===== src/rtl/ram_sp_arbiter.sv =====
// Two-requester arbiter for a single-port RAM with 1-cycle registered read return.
// Grant is combinational from valids; read data comes back exactly one cycle after issue, no response backpressure.
module ram_sp_arbiter #(
    parameter int DEPTH     = 16,
    parameter int WIDTH     = 8,
    parameter int FIXED_PRI = 0,
    localparam int AW       = $clog2(DEPTH)
) (
    input  logic             clk,
    input  logic             rst,

    input  logic             req0_valid,
    output logic             req0_ready,
    input  logic             req0_wr,
    input  logic [AW-1:0]    req0_addr,
    input  logic [WIDTH-1:0] req0_wdata,
    output logic             rsp0_valid,
    output logic [WIDTH-1:0] rsp0_rdata,

    input  logic             req1_valid,
    output logic             req1_ready,
    input  logic             req1_wr,
    input  logic [AW-1:0]    req1_addr,
    input  logic [WIDTH-1:0] req1_wdata,
    output logic             rsp1_valid,
    output logic [WIDTH-1:0] rsp1_rdata,

    output logic             ram_ce,
    output logic             ram_r_wn,
    output logic [AW-1:0]    ram_addr,
    output logic [WIDTH-1:0] ram_wdata,
    input  logic [WIDTH-1:0] ram_rdata
);

    logic last_grant;
    logic rd_pend;
    logic rd_id;
    logic grant0;
    logic grant1;

    // On a tie, round-robin favours whoever did not win last; fixed priority always favours requester 0.
    always_comb begin
        grant0 = 1'b0;
        grant1 = 1'b0;
        if (!rst) begin
            if (req0_valid && req1_valid) begin
                if ((FIXED_PRI != 0) || last_grant) begin
                    grant0 = 1'b1;
                end else begin
                    grant1 = 1'b1;
                end
            end else begin
                grant0 = req0_valid;
                grant1 = req1_valid;
            end
        end
    end

    assign req0_ready = grant0;
    assign req1_ready = grant1;

    always_comb begin
        ram_ce    = 1'b0;
        ram_r_wn  = 1'b1;
        ram_addr  = '0;
        ram_wdata = '0;
        if (grant0) begin
            ram_ce    = 1'b1;
            ram_r_wn  = ~req0_wr;
            ram_addr  = req0_addr;
            ram_wdata = req0_wdata;
        end else if (grant1) begin
            ram_ce    = 1'b1;
            ram_r_wn  = ~req1_wr;
            ram_addr  = req1_addr;
            ram_wdata = req1_wdata;
        end
    end

    always_ff @(posedge clk) begin
        if (rst) begin
            last_grant <= 1'b1;
            rd_pend    <= 1'b0;
            rd_id      <= 1'b0;
        end else if (grant0 || grant1) begin
            last_grant <= grant1;
            rd_pend    <= ~ram_r_wn ? 1'b0 : 1'b1;
            rd_id      <= grant1;
        end else begin
            rd_pend    <= 1'b0;
        end
    end

    // Both response buses carry the RAM output; only the matching valid qualifies it.
    assign rsp0_valid = rd_pend & ~rd_id;
    assign rsp1_valid = rd_pend &  rd_id;
    assign rsp0_rdata = ram_rdata;
    assign rsp1_rdata = ram_rdata;

endmodule


===== config.mk =====
export PLATFORM = sky130hd
export DESIGN_NAME = ram_sp_arbiter
export DESIGN_NICKNAME = d
export VERILOG_FILES = /design/src/rtl/ram_sp_arbiter.sv
export SDC_FILE = /design/constraint.sdc
export NUM_CORES = 1
export LEC_CHECK = 0
export CORE_AREA = 2 2 39 41
export CTS_CLUSTER_SIZE = 16
export DETAILED_ROUTE_END_ITERATION = 16
export DIE_AREA = 0 0 41 43
export DONT_BUFFER_PORTS = 1
export HOLD_SLACK_MARGIN = 0.08
export PLACE_DENSITY = 0.48
export SETUP_SLACK_MARGIN = 0.05
export SYNTH_ARGS = -nofsm -noshare
export SYNTH_HDL_FRONTEND = slang
export SYNTH_SLANG_ARGS = --single-unit

===== constraint.sdc =====
create_clock -name clk -period 4.7 [get_ports clk]
set_clock_uncertainty 0.05 [all_clocks]
set_input_delay 1.41 -clock clk [delete_from_list [all_inputs] [get_ports clk]]
set_output_delay 1.41 -clock clk [all_outputs]
set_load 0.05 [all_outputs]

==> flow_summary.toml <==
[clock_tree]
clk_pin_slew_ns = 0.04
root_buffer = "clkbuf_4"
tritoncts = "yes"
cts_buffers = 3
holdBufCountCts = 0
cts_setup_buffers = 0
cts_buffer_depth = 2
htreeDepth = 1
cts-resized-gates = 0
clock_sinks = 3
clk_latency_ns = 0.24

[sta]
maxSlewHeadroom_pct = 37.7
finalWorstPathRequiredPeriod_ns = 3.88
finalCritPeriodShare_pct = 82.6
drv_slew = 0
fin_tns_setup_ns = 0
setup_violations = 0
rsz0062_at_grt = "false"
holdWs_ns = 0.438
worst_pin_slew_ns = 0.933
hold_viol = 0
fmax_mhz = 258
fin_ws_ns = 0.819

[power]
seq_power_share_pct = 20.2
swShare_pct = 44.5
p_int_uw = 78.5
leakage_nw = 0.200
p_switching_uw = 62.9
peakVddDrop_mv = 0.135
power.density_nw_per_um2 = 296
clkPwrFrac_pct = 33.9
power.share.combinational_pct = 45.9

[yosys]
ys_ff_latch = 3
netlist_area_sq_um = 478
yosysWarnings = 0
yosysSeqAreaShare_pct = 12.6
syn_nets = 107
syn_area_per_cell_sq_um = 6.93
synth.distinct_cells = 16
syn_inst = 69

[hold_path]
holdPathStages = 2
hold_path_class = "reg -> reg"
min_delay_worst_endpoint = "rd_id$_SDFFE_PP0P_"
hold_path_startpoint = "rd_id$_SDFFE_PP0P_"

[drt]
drc = 0
via_per_inst = 5.73
wl_per_cell_um = 15.7
drtAntennaViolNets = 0
totalWireLength_um = 1290
vias = 470
dr.pass1.iters = 4
drt-initial-drc-count = 4

[setup_path]
reg2reg_slack_ns = 3.40
critPathKind = "in -> out"
worstSetupStartpointType = "primary input"
required_ns = 3.24
critPathMaxStageDelay_ns = 0.49
r2r_cells = 3
crit_chain = "a21boi_2 > a32oi_1 > or2_2"
reg2reg_from = "last_grant$_SDFFE_PP1P_"
cp-end-kind = "output port"
path_delay_family = "compound AO/OA/AOI/OAI gates"
reg2reg_to = "rd_pend$_SDFF_PP0_"
cp.arrival_ns = 2.42
path_max_fanout = 14
crit_buf_inv = 0
cpMaxStageDelayCell = "a21boi_2"

[grt]
grt_antenna_before_repair = 0
overflow = 0
grt_pass1_wl_um = 1700
grt_max_degree = 21
grt_usage_pct = 14.1
grt_pass1_vias = 401

[die]
die-height_um = 43
initial_core_util_pct = 34.5
die_w_um = 41
fp-row-count = 14
die_area_sq_um = 1760
io_pins = 72
coreArea_sq_um = 1380

[finish]
layout-drive-gt1-share_pct = 30.3
num-nets-final = 105
diodes = 0
fin_cells = 82
fin_util_pct = 34.5
fillers = 159
area_growth_syn_to_layout_pct = 0

[placement]
portBuffers = 0
gp_congestion = 0.666
dpl.hpwl_um = 918
placed_cells = 78
dpl_worst_slack_ns = 0.816

[outcome]
status = "complete, no violations"

[job]
drv_cap = 0
## cells in the mapped netlist, drive strengths merged
cell type	instances	area, sq um
a21boi	1	11.3
a21oi	1	5.00
a32oi	13	114
and2	1	6.26
buf	20	151
clkbuf	2	7.51
dfxtp	3	60.1
nand2	4	15.0
nand2b	3	18.8
nor2	17	63.8
nor2b	1	6.26
o21ai	1	5.00
o31ai	1	7.51
or2	1	6.26
## layout by cell type, fill, tap and decap left out
cell and count:
and2_1 1, a21oi_1 1, buf_4 15, nor2b_1 1
clkbuf_1 1, nor2_1 17, nand2b_1 3, a32oi_1 13
clkbuf_4 3, o21ai_0 1, dfxtp_1 3, a21boi_2 1
o31ai_1 1, nand2_1 4, or2_2 1
## logic make-up (layout without fill, tap and decap cells)
group / count (synthesis) / count (layout) / share of synthesized area (%)
DFF: 3 / 3 / 12.6
buffers and inverters: 22 / 19 / 33.2
AOI/OAI and AO/OA: 17 / 17 / 29.8
and+or+nand+nor: 27 / 27 / 24.3
## registers in the layout (all words and copies together) (netlist names)
signal	cells
last_grant	1
rd_pend	1
rd_id	1
## cell type report
cell class,instances,area (sq um),area share [%]
timing repair buffer,15,113,23.6
tap,16,20.0,4.19
sequential,3,60.1,12.6
clock buffer,4,26.3,5.50
multi-input combinational,44,259,54.2
## worst max-delay path by stage
stage / slack [ns] / to / depth (start not counted) / start
finish: 0.82 / ram_r_wn / 3 / req1_valid
global route: 0.76 / ram_r_wn / 3 / req1_valid
CTS: 0.82 / ram_r_wn / 3 / req1_valid
detailed placement: 0.82 / ram_r_wn / 3 / req1_valid
global placement: 0.86 / ram_r_wn / 3 / req1_valid
floorplan: 0.63 / ram_addr[0] / 5 / req0_valid
## routing by layer
metal / global-route usage (%) / vias up / share of wire [%]
met3: 5.76 / 9 / 18
met5: 0 / - / 0
met2: 19.4 / 36 / 43
li1: - / 223 / -
met4: 10.0 / 0 / 2.6
met1: 16.9 / 202 / 36
## tightest hold or removal path, stage by stage, from the launching register on
cell and delay (ns):
dfxtp_1 0.31, nand2b_1 0.07, a21oi_1 0.06
## through the flow
| step | cell area [sq um] | total power, mW |
|---|---|---|
| final | 478 | 0.141 |
| after global placement | 452 | 0.0935 |
| after floorplan | 478 | 0.122 |
| after global routing | 478 | 0.149 |
| after detailed placement | 452 | 0.0940 |
| after CTS | 478 | 0.142 |
## power groups by stage
| stage | registers (mW) | logic, mW | clock network [mW] |
|---|---|---|---|
| 3_5_place_dp | 0.0290 | 0.0650 | 0 |
| 3_3_place_gp | 0.0289 | 0.0646 | 0 |
| 2_1_floorplan | 0.0287 | 0.0932 | 0 |
| 4_1_cts | 0.0286 | 0.0651 | 0.0480 |
| 6_report | 0.0285 | 0.0649 | 0.0479 |
| 5_1_grt | 0.0289 | 0.0686 | 0.0518 |
Power figures use the tool's default switching activity.
